### src/rtl/error_report_source_pkg.sv
// Shared definitions for the error-report stream: record type codes, field
// widths/positions and the packed 64-bit record layout.
package error_report_source_pkg;

   typedef enum logic [3:0] {
      TYPE_NONE = 4'd0,
      TYPE_ECC  = 4'd1,
      TYPE_CRAM = 4'd2,
      TYPE_SYS  = 4'd3
   } rec_type_e;

   localparam int TYPE_W   = 4;
   localparam int SEQ_W    = 12;
   localparam int TS_W     = 16;
   localparam int INFO_W   = 32;
   localparam int REC_W    = TYPE_W + SEQ_W + TS_W + INFO_W;

   localparam int TYPE_LSB = 60;
   localparam int SEQ_LSB  = 48;
   localparam int TS_LSB   = 32;
   localparam int INFO_LSB = 0;

   typedef struct packed {
      rec_type_e          typ;
      logic [SEQ_W-1:0]   seq;
      logic [TS_W-1:0]    ts;
      logic [INFO_W-1:0]  info;
   } record_t;

endpackage

### src/rtl/error_report_source_fifo.sv
// report_fifo: synchronous show-ahead FIFO with registered full/empty flags.
// Reads and writes arriving while empty/full are ignored.
module report_fifo #(
   parameter int DEPTH  = 8,
   parameter int DATA_W = 64
) (
   input  logic              clk,
   input  logic              rst,
   input  logic              wr_en_i,
   input  logic [DATA_W-1:0] wr_data_i,
   input  logic              rd_en_i,
   output logic [DATA_W-1:0] rd_data_o,
   output logic              full_o,
   output logic              empty_o
);

   localparam int AW = $clog2(DEPTH);

   logic [DATA_W-1:0] mem_q [DEPTH];
   logic [AW:0]       wptr_q, wptr_d;
   logic [AW:0]       rptr_q, rptr_d;
   logic              full_q, full_d;
   logic              empty_q, empty_d;
   logic              wr_ok, rd_ok;

   always_comb begin
      wr_ok   = wr_en_i && !full_q;
      rd_ok   = rd_en_i && !empty_q;
      wptr_d  = wptr_q + {{AW{1'b0}}, wr_ok};
      rptr_d  = rptr_q + {{AW{1'b0}}, rd_ok};
      empty_d = (wptr_d == rptr_d);
      // Same slot index with the wrap bits differing means the writer lapped the reader.
      full_d  = (wptr_d[AW] != rptr_d[AW]) && (wptr_d[AW-1:0] == rptr_d[AW-1:0]);
   end

   always_ff @(posedge clk) begin
      if (rst) begin
         wptr_q  <= '0;
         rptr_q  <= '0;
         full_q  <= 1'b0;
         empty_q <= 1'b1;
      end else begin
         wptr_q  <= wptr_d;
         rptr_q  <= rptr_d;
         full_q  <= full_d;
         empty_q <= empty_d;
      end
   end

   always_ff @(posedge clk) begin
      if (wr_ok) mem_q[wptr_q[AW-1:0]] <= wr_data_i;
   end

   // Stale storage is masked so the output reads 0 whenever nothing is queued.
   assign rd_data_o = empty_q ? '0 : mem_q[rptr_q[AW-1:0]];
   assign full_o    = full_q;
   assign empty_o   = empty_q;

endmodule

### src/rtl/error_report_source.sv
// Error-report producer: per-source pending capture, fixed-priority arbiter,
// sequenced records into a FIFO. Optional timestamp: ERROR_REPORT_TIMESTAMP_EN.
module error_report_source
   import error_report_source_pkg::*;
#(
   parameter int DEPTH = 8
) (
   input  logic        clk,
   input  logic        rst,
   input  logic        eccStatus,
   input  logic        cramErr,
   input  logic        sysErr,
   input  logic [31:0] errInfo,
   output logic [63:0] srcData,
   output logic        srcValid,
   input  logic        srcReady,
   output logic [15:0] dropCount
);

   localparam int DROP_W = 16;

   function automatic logic [DROP_W-1:0] drop_sat_add(input logic [DROP_W-1:0] a,
                                                      input logic [1:0]        b);
      logic [DROP_W:0] s;
      s = {1'b0, a} + {{(DROP_W-1){1'b0}}, b};
      return s[DROP_W] ? {DROP_W{1'b1}} : s[DROP_W-1:0];
   endfunction

   logic              ecc_pend_q, ecc_pend_d;
   logic              cram_pend_q, cram_pend_d;
   logic              sys_pend_q, sys_pend_d;
   logic [INFO_W-1:0] cram_info_q, cram_info_d;
   logic [INFO_W-1:0] sys_info_q, sys_info_d;
   logic [SEQ_W-1:0]  seq_q, seq_d;
   logic [DROP_W-1:0] drop_q, drop_d;
   logic [TS_W-1:0]   ts;
   logic [1:0]        drop_n;
   logic              wr_sys, wr_cram, wr_ecc, wr_en;
   record_t           wr_rec;
   logic              fifo_full, fifo_empty;
   logic [REC_W-1:0]  rd_data;

`ifdef ERROR_REPORT_TIMESTAMP_EN
   logic [TS_W-1:0] ts_q;
   always_ff @(posedge clk) begin
      if (rst) ts_q <= '0;
      else     ts_q <= ts_q + TS_W'(1);
   end
   assign ts = ts_q;
`else
   assign ts = '0;
`endif

   always_comb begin
      wr_sys  = !fifo_full && sys_pend_q;
      wr_cram = !fifo_full && cram_pend_q && !sys_pend_q;
      wr_ecc  = !fifo_full && ecc_pend_q && !cram_pend_q && !sys_pend_q;
      wr_en   = wr_sys || wr_cram || wr_ecc;

      wr_rec      = '0;
      wr_rec.seq  = seq_q;
      wr_rec.ts   = ts;
      if (wr_sys) begin
         wr_rec.typ  = TYPE_SYS;
         wr_rec.info = sys_info_q;
      end else if (wr_cram) begin
         wr_rec.typ  = TYPE_CRAM;
         wr_rec.info = cram_info_q;
      end else if (wr_ecc) begin
         wr_rec.typ  = TYPE_ECC;
      end

      // A write clears pending; a new event can only set it when it was clear.
      ecc_pend_d  = (ecc_pend_q && !wr_ecc) || (eccStatus && !ecc_pend_q);
      cram_pend_d = (cram_pend_q && !wr_cram) || (cramErr && !cram_pend_q);
      sys_pend_d  = (sys_pend_q && !wr_sys) || (sysErr && !sys_pend_q);
      cram_info_d = (cramErr && !cram_pend_q) ? errInfo : cram_info_q;
      sys_info_d  = (sysErr && !sys_pend_q) ? errInfo : sys_info_q;

      seq_d  = wr_en ? seq_q + SEQ_W'(1) : seq_q;
      drop_n = {1'b0, eccStatus & ecc_pend_q} + {1'b0, cramErr & cram_pend_q}
             + {1'b0, sysErr & sys_pend_q};
      drop_d = drop_sat_add(drop_q, drop_n);
   end

   always_ff @(posedge clk) begin
      if (rst) begin
         ecc_pend_q  <= 1'b0;
         cram_pend_q <= 1'b0;
         sys_pend_q  <= 1'b0;
         cram_info_q <= '0;
         sys_info_q  <= '0;
         seq_q       <= '0;
         drop_q      <= '0;
      end else begin
         ecc_pend_q  <= ecc_pend_d;
         cram_pend_q <= cram_pend_d;
         sys_pend_q  <= sys_pend_d;
         cram_info_q <= cram_info_d;
         sys_info_q  <= sys_info_d;
         seq_q       <= seq_d;
         drop_q      <= drop_d;
      end
   end

   report_fifo #(
      .DEPTH  (DEPTH),
      .DATA_W (REC_W)
   ) u_fifo (
      .clk       (clk),
      .rst       (rst),
      .wr_en_i   (wr_en),
      .wr_data_i (wr_rec),
      .rd_en_i   (srcReady),
      .rd_data_o (rd_data),
      .full_o    (fifo_full),
      .empty_o   (fifo_empty)
   );

   assign srcData   = rd_data;
   assign srcValid  = !fifo_empty;
   assign dropCount = drop_q;

endmodule
### config.mk
export PLATFORM = sky130hd
export DESIGN_NAME = error_report_source
export DESIGN_NICKNAME = d
export VERILOG_FILES = /design/src/rtl/error_report_source_pkg.sv /design/src/rtl/error_report_source_fifo.sv /design/src/rtl/error_report_source.sv
export SDC_FILE = /design/constraint.sdc
export NUM_CORES = 1
export LEC_CHECK = 0
export CORE_ASPECT_RATIO = 2
export CORE_MARGIN = 2
export CORE_UTILIZATION = 55
export DETAILED_ROUTE_END_ITERATION = 10
export GPL_ROUTABILITY_DRIVEN = 0
export PLACE_DENSITY = 0.75
export SLEW_MARGIN = 0
export SYNTH_ARGS = -nofsm -noshare
export SYNTH_HDL_FRONTEND = slang
export SYNTH_SLANG_ARGS = --single-unit
### constraint.sdc
create_clock -name clk -period 7.09 [get_ports clk]
set_input_delay 0.709 -clock clk [delete_from_list [all_inputs] [get_ports clk]]
set_output_delay 0.709 -clock clk [all_outputs]
set_load 0.02 [all_outputs]
== Word-level counts from Yosys, hierarchy flattened ==
Memories as Yosys holds them, arrays and structs flattened. A register that Yosys moved wholly into a read port is not among the register bits.
Cells that the tools add are included.
Storage, ports and cells
  memories kept: 1
  input bits: 38
  bits in writable memories: 368
  output and inout bits: 81
  register bits: 105
Cells by class
  multiplexer cells: 10
  equality and inequality tests: 3
  bitwise gates (word level): 3
  $add $sub $neg: 6
  reductions and logical operators: 28
Memories
  u_fifo.mem_q: depth 8, bits a word 46, rd ports 1, clocked after memory_dff 1, wr ports 1, line error_report_source_fifo.sv:19  | logic [DATA_W-1:0] mem_q [DEPTH];
Operators with widths (number)
  two-way mux 32 bit: 2
  two-way mux 64 bit: 1
  adder 16 x 2 -> 17 bit: 1
  two-way mux 16 bit: 1
  logical AND 1 bit: 15
  adder 12 x 1 -> 12 bit, second input constant: 1
  adder 4 x 1 -> 4 bit: 2
  logical NOT 1 bit: 8
  logical OR 1 bit: 5
  equality test 4 bit: 1
  two-way mux 2 bit: 2
  bitwise AND 1 bit: 3
  equality test 3 bit: 1
  two-way mux 1 bit: 3
  two-way mux 3 bit: 1
  adder 1 x 1 -> 2 bit: 1
  adder 2 x 1 -> 2 bit: 1
  != test 1 bit: 1

== Depth between registers and ports, before layout ==
Gate-level depths: netlist of the first run.
  word-level depth: 9
  depth in mapped cells: 11

== Cells and area by module ==
From an unflattened synthesis of the first run, not the netlist that was laid out.
Unflattened totals
  cell total of the unflattened synthesis: 1358
  area, all modules: 23899.2 µm²
Modules (own cells, without submodules)
  report_fifo: sequential area each 15574.9 µm², times used 1, cells each 863, area an instance 19860.3 µm²
  error_report_source: sequential area each 1901.8 µm², times used 1, cells each 495, area an instance 4038.9 µm²

== Worst setup path before layout of the first run ==
OpenSTA, ideal clock, no wires.
  path type: reg-to-reg
  start: reg cram_pend_q
  end: mem u_fifo.mem_q[0][0] (netlist name), enable pin
  setup time: 564 ps
  data arrival time: 5253 ps
  setup slack: 1274 ps
  data required time: 6526 ps
  cell stages (with the launch flop): 5
  cell sequence: dfxtp_1 nor3_4 or2_0 buf_2 nor4_1
Between the ends
  longest elaborated chain between the ends: 7
  elaborated cells between the ends (all ways): 10
  those cells by class: 2 x mux; 8 x reduce/logical
Ends and longest elaborated chain
  from (decl): line error_report_source.sv:30  | logic cram_pend_q, cram_pend_d;
  from (signal assigned): line error_report_source.sv:97  | cram_pend_q <= cram_pend_d;
  logical AND 1 bit / logical NOT 1 bit (equally long branches): line error_report_source.sv:56, error_report_source.sv:57
  logical AND 1 bit, on equally long branches: line error_report_source.sv:56, error_report_source.sv:57
  logical OR 1 bit / logical AND 1 bit (equally long branches): line error_report_source.sv:58, error_report_source.sv:57
  logical OR 1 bit *: line error_report_source.sv:58  | wr_en = wr_sys || wr_cram || wr_ecc;
  logical AND 1 bit *: line error_report_source_fifo.sv:27  | wr_ok = wr_en_i && !full_q;
  two-way mux 1 bit *: line error_report_source_fifo.sv:51  | if (wr_ok) mem_q[wptr_q[AW-1:0]] <= wr_data_i;
  two-way mux 1 bit (implied by the code) *: line error_report_source_fifo.sv:51
  to (decl): line error_report_source_fifo.sv:19
Mark *: on every way between the ends. The rest lies on a longest branch, timed or not.

==> metrics.md, run 1 <==
| Metric | Value |
|---|---|
| Synth Register Bits | 473 |
| Worst skew pair latency | 0.54 ns |
| Die span in y | 264 microns |
| Port buffer count | 100 |
| Vias/cell | 5.78 |
| Mapped Cells | 1145 |
| Actual slew at the worst max-slew pin | 1.11 ns |
| Startpoint types | register |
| Int Power | 4.74 mW |
| Number of antenna violations at the first check in global routing | 2 |
| Most frequent cells in the layout | 368 x edfxtp_1, 140 x nand2_1, 101 x dfxtp_1 |
| Nets | 1283 |
| Critical path class | register to primary output |
| H-tree levels | 2 |
| Critical Path End Type | primary output |
| Layout cells sized above 1 | 15.2% |
| Yosys Warn Count | 0 |
| Arrival @ worst endpoint | 3.57 ns |
| Logic pwr share | 15.8% |
| Most common cell after layout, fill and taps aside | edfxtp_1 |
| Worst hold path class | register to register |
| Detailed placement HPWL | 22.9 mm |
| Final setup TNS | 0 ns |
| Final instance area | 21200 sq um |
| Post-CTS Resized | 0 |
| Clock power frac | 32.4% |
| Starting Density | 55.5% |
| Worst-path fanout max | 44 |
| GRT Total Usage | 21.9% |
| Max-Cap Viols | 0 |
| Switch share | 24.9% |
| Status | completed |
| Cts-stage hold buffer count | 0 |
| Crit-path cells | buf_4 > mux4_2 > mux2i_1 > nor2_1 > clkdlybuf4s50_1 |
| Total global routing overflow | 0 |
| Fill cells | 2393 |
| Number of global-route vias before repair | 10500 |
| Synth area leader | edfxtp_1 |
| Die Wd | 134 microns |
| Core region area | 33500 sq um |
| Final period util | 60.3% |
| Post-DRT Antenna Nets | 0 |
| Num rows | 95 |
| Final Hold Fails | 0 |
| Net switching power | 1.57 mW |
| Maximum root-to-sink buffer count | 3 |
| Highest achievable clock rate | 234 MHz |
| Final Setup Violations | 0 |
| Postcts setup bufs | 0 |
| Vias | 9856 |
| Syn avg cell area | 16.2 sq um |
| DRC | 0 |
| Slowest Stage Delay on Critical Path | 0.94 ns |
| Crit-path slowest cell | dfxtp_4 |
| Top Ports | 119 |
| WP data required | 6.38 ns |
| Clock sinks | 473 |
| RSZ-0062 raised after global routing | false |
| Root Driver | clkbuf_16 |
| Synth cell types | 46 |
| Pwr dens | 298 nW/um^2 |
| Synth area leaders | edfxtp_1 59%, dfxtp_1 11%, mux4_2 11%, nand2_1 2.8%, mux2i_1 2.5% |
| DRT Pass-1 Iters | 6 |
| Total CTS buffers | 39 |
| Share of the yosys chip area belonging to registers | 70.7% |
| Placed standard-cell area | 20000 sq um |
| Peak VDD IR | 0.180 mV |
| Sequential share of power | 51.8% |
| Cell leakage power | 6.78 nW |
| Area grow syn2layout | 13.8% |
| Wire per inst | 22.4 microns |
| First-pass GRT wire length | 58.3 mm |
| Pin count of the biggest net entering global routing | 107 |
| Area share of the largest cell type after synthesis | 59.4% |
| Rel. slew slack | 25.9% |
| Worst clock skew | 0.0160 ns |
| DRT iter0 DRCs | 717 |
| Max Slew Vio Count | 0 |
| Total wire length | 38.2 mm |
| Die area | 35400 sq um |
| CTS tree | done |
| Final min period | 4.27 ns |
| Post-Syn Area | 18600 sq um |
| Register clock-pin slew on the reported worst setup and hold paths | 0.06 ns |
-- power by group through the flow --
stage,Clock (mW),Combinational (mW),Sequential [mW]
after global placement,0,0.993,3.32
final,2.04,0.995,3.27
after CTS,2.07,1.01,3.27
after global routing,2.16,1.07,3.29
after floorplan,0,0.723,3.25
after detailed placement,0,1.01,3.33
-- layout make-up --
class | count | area [sq um] | area share, %
clock buffer | 51 | 1040 | 4.92
antenna | 2 | 5.00 | 0.0236
inverter | 9 | 33.8 | 0.160
multi-input combinational | 593 | 5070 | 24.0
clock inverter | 20 | 159 | 0.751
timing repair buffer | 120 | 1150 | 5.43
tap | 436 | 546 | 2.58
sequential | 473 | 13200 | 62.2
-- routing by layer --
layer | routed length (microns) | track usage, % | vias to the layer above | part of all wire, %
li1 | - | - | 4484 | -
met1 | 13500 | 24.2 | 4959 | 35
met2 | 21100 | 40.8 | 317 | 55
met3 | 1830 | 2.90 | 96 | 4.8
met4 | 1880 | 11.0 | 0 | 4.9
met5 | 0 | 0 | - | 0
-- registers in the layout, indices dropped and copies added, names as in the netlist --
signal          count
sys_info_q         32
cram_info_q        32
u_fifo.wptr_q       4
cram_pend_q         1
sys_pend_q          1
u_fifo.empty_o      1
u_fifo.rptr_q       4
u_fifo.mem_q      368
ecc_pend_q          1
dropCount          16
u_fifo.full_o       1
seq_q              12
-- synth_stat cells, drive strengths merged --
master	number
clkbuf	30
and3	3
buf	57
and4	1
a21o	1
dfxtp	105
nor4	6
a21oi	81
nor2	74
a31oi	2
nor3	14
xnor2	22
ha	7
a211oi	3
inv	9
nand4b	1
edfxtp	368
nand4	5
xor2	7
nand3b	1
conb	1
mux2	1
nand3	13
nor2b	10
nand2	140
fa	2
nand2b	3
and2	1
or2	1
a41o	1
a22o	32
mux2i	46
nor4b	3
nor3b	2
mux4	92
-- worst paths after layout --
kind / slack [ns] / startpoint / endpoint / depth (start not counted)
max: 2.82 / u_fifo.rptr_q[0] / srcData[23] / 5
min: 0.46 / cram_info_q[27] / cram_info_q[27] / 2
max reg2reg: 3.77 / sys_pend_q / u_fifo.mem_q[3][9] / 6
min reg2reg: 0.46 / cram_info_q[27] / cram_info_q[27] / 2
-- through the flow --
step / util, % / total power [mW] / hold WS, ns / setup slack, ns / instances
after detailed placement: 59.5 / 4.34 / 0.446 / 3.32 / 1631
after global routing: 63.1 / 6.51 / 0.472 / 2.61 / 1704
after global placement: 59.5 / 4.31 / 0.441 / 3.29 / 1631
final: 63.1 / 6.31 / 0.455 / 2.82 / 1704
after CTS: 63.1 / 6.35 / 0.455 / 2.74 / 1702
after floorplan: - / 3.98 / 0.436 / 1.27 / 1162
-- kinds of logic after synthesis --
group | synth area share [%]
AO/OA/AOI/OAI | 3.97
XOR/XNOR | 1.37
other | 0.0202
flip-flops | 70.7
buffers and inverters | 2.78
adder cells (fa/ha/maj) | 0.686
multiplexers | 13.7
AND/OR/NAND/NOR | 6.77
-- worst max-delay path, delay by kind of cell, from the launching register on --
kind | cells | cell delay [ns]
muxes | 2 | 0.89
and+or+nand+nor | 1 | 0.08
DFF | 1 | 0.94
buffers and inverters | 2 | 1.10
(Power assumes the default switching activity.)
==> run 2: changes to the inputs <==
Settings changed: CORE_UTILIZATION 55 to 53.
Clock period 7.09 ns to 3.45 ns, I/O delays scaled along.
==> metrics.md, run 2 (synthesis results as in run 1) <==
| Metric | Value |
|---|---|
| Starting Density | 53.4% (-2.1 points) |
| Min-Delay Startpoint | rst |
| Critical Path End Type | primary output |
| Number of antenna violations at the first check in global routing | 0 (-2) |
| Area grow syn2layout | 14.3% |
| Detailed placement HPWL | 22.5 mm (-1.3%) |
| Final min period | 3.17 ns |
| Vias | 10100 (+2.1%) |
| Clock sinks | 473 (unchanged) |
| Die Wd | 136 microns (+1.8%) |
| Register clock-pin slew on the reported worst setup and hold paths | 0.07 ns (about the same) |
| Port buffer count | 100 (unchanged) |
| Final Hold Fails | 0 (unchanged) |
| Final setup TNS | 0 ns (unchanged) |
| Peak VDD IR | 0.349 mV (+93%) |
| Cts-stage hold buffer count | 0 (unchanged) |
| Critical path class | register to primary output |
| Reg2reg start | cram_pend_q |
| Status | completed |
| PnR Total Power | 12.8 mW (+100%) |
| DRT iter0 DRCs | 765 (+6.7%) |
| Postcts setup bufs | 0 (unchanged) |
| WP data required | 3.11 ns (-3.27 ns) |
| Wire per inst | 22.0 microns (-1.9%) |
| Startpoint types | register |
| Die span in y | 269 microns (+1.8%) |
| H-tree levels | 2 (unchanged) |
| Placed standard-cell area | 20200 sq um (+1.0%) |
| Dpl ws | 0.480 ns (-2.84 ns) |
| Top Ports | 119 (unchanged) |
| Max Slew Vio Count | 0 (unchanged) |
| Worst skew pair latency | 0.52 ns (-0.02 ns) |
| Final instance area | 21300 sq um (+0.42%) |
| Worst hold path class | input port to register |
| Core region area | 34800 sq um (+3.9%) |
| Highest achievable clock rate | 316 MHz |
| Arrival @ worst endpoint | 2.82 ns (-0.75 ns) |
| Crit path launch | u_fifo.rptr_q[0] |
| Most common cell after layout, fill and taps aside | edfxtp_1 |
| GRT Total Usage | 21.2% (-0.72 points) |
| Total global routing overflow | 0 (unchanged) |
| Final non-filler cell total | 1722 (+1.1%) |
| Diode count | 0 (-2) |
| Layout cells sized above 1 | 16.3% (+1.0 points) |
| Worst-path fanout max | 29 (-34%) |
| Final period util | 91.8% |
| Nets | 1298 (+1.2%) |
| Pwr dens | 602 nW/um^2 (+100%) |
| Worst clock skew | 0.0155 ns (-0.000480 ns) |
| Max-Cap Viols | 0 (unchanged) |
| Total wire length | 37.9 mm (-0.87%) |
| Root Driver | clkbuf_16 |
| Post-DRT Antenna Nets | 0 (unchanged) |
| Rel. slew slack | 35.0% (+9.2 points) |
| Pin count of the biggest net entering global routing | 40 (-63%) |
| Num rows | 97 (+2.1%) |
| Post-CTS Resized | 0 (unchanged) |
| Cell leakage power | 6.82 nW (+0.66%) |
| Cells after DPL | 1657 (+1.6%) |
| DRC | 0 (unchanged) |
| Actual slew at the worst max-slew pin | 0.972 ns (-0.140 ns) |
| Vias/cell | 5.85 (+1.1%) |
| Total CTS buffers | 37 (-5.1%) |
| RSZ-0062 raised after global routing | false |
| Number of global-route vias before repair | 10300 (-1.2%) |
| Final Setup Violations | 0 (unchanged) |
| DRT Pass-1 Iters | 5 (-1) |
| First-pass GRT wire length | 58.3 mm (-0.14%) |
| Maximum root-to-sink buffer count | 3 (unchanged) |
| Die area | 36700 sq um (+3.7%) |
| Final worst slack | 0.282 ns (-2.53 ns) |
| Max FFs per register | 368 (unchanged) |
| Most frequent cells in the layout | 368 x edfxtp_1, 140 x nand2_1, 101 x dfxtp_1 |
| CTS tree | done |
-- run 2: through the flow --
step                hold slack [ns]  utilization, %
floorplan                     0.436               -
global placement              0.441            57.9
detailed placement            0.448            57.9
CTS                           0.253            61.0
global route                  0.261            61.0
finish                        0.265            61.0
-- run 2: worst paths after layout --
kind	slack, ns	cells after the start	to
max reg2reg	0.74	6	u_fifo.mem_q[5][6]
min reg2reg	0.46	2	cram_info_q[25]
min	0.26	2	seq_q[0]
max	0.28	5	srcData[58]
-- run 2: cell type report --
class | count | area [sq um]
clock buffers | 55 | 1040
clock inverters | 10 | 51.3
fillers | 2470 | 13600
inverters | 9 | 33.8
multi-input cells | 593 | 5070
flip-flops and latches | 473 | 13200
well taps | 445 | 557
repair buffers | 137 | 1340
-- run 2: metal layers --
layer / share of wire [%] / track usage [%]
met1: 37 / 24.9
met2: 55 / 38.9
met3: 4.4 / 2.39
met4: 3.5 / 9.15
met5: 0 / 0
-- run 2: report_power, final --
group,internal [mW],switching [mW]
registers,6.46,0.211
clock network,2.10,1.86
logic,1.03,1.14
-- run 2: worst max-delay path, stage by stage, from the launching register on --
cell             delay [ns]
dfxtp_4                0.60
buf_12                 0.30
mux4_2                 0.53
mux2i_1                0.24
nor2_1                 0.06
clkdlybuf4s50_1        0.53
==> run 3: changes to the inputs <==
Settings changed: SLEW_MARGIN 0 to 20.
==> results of run 3 <==
No change in the layout: final DEF, timing and power equal those of run 2.
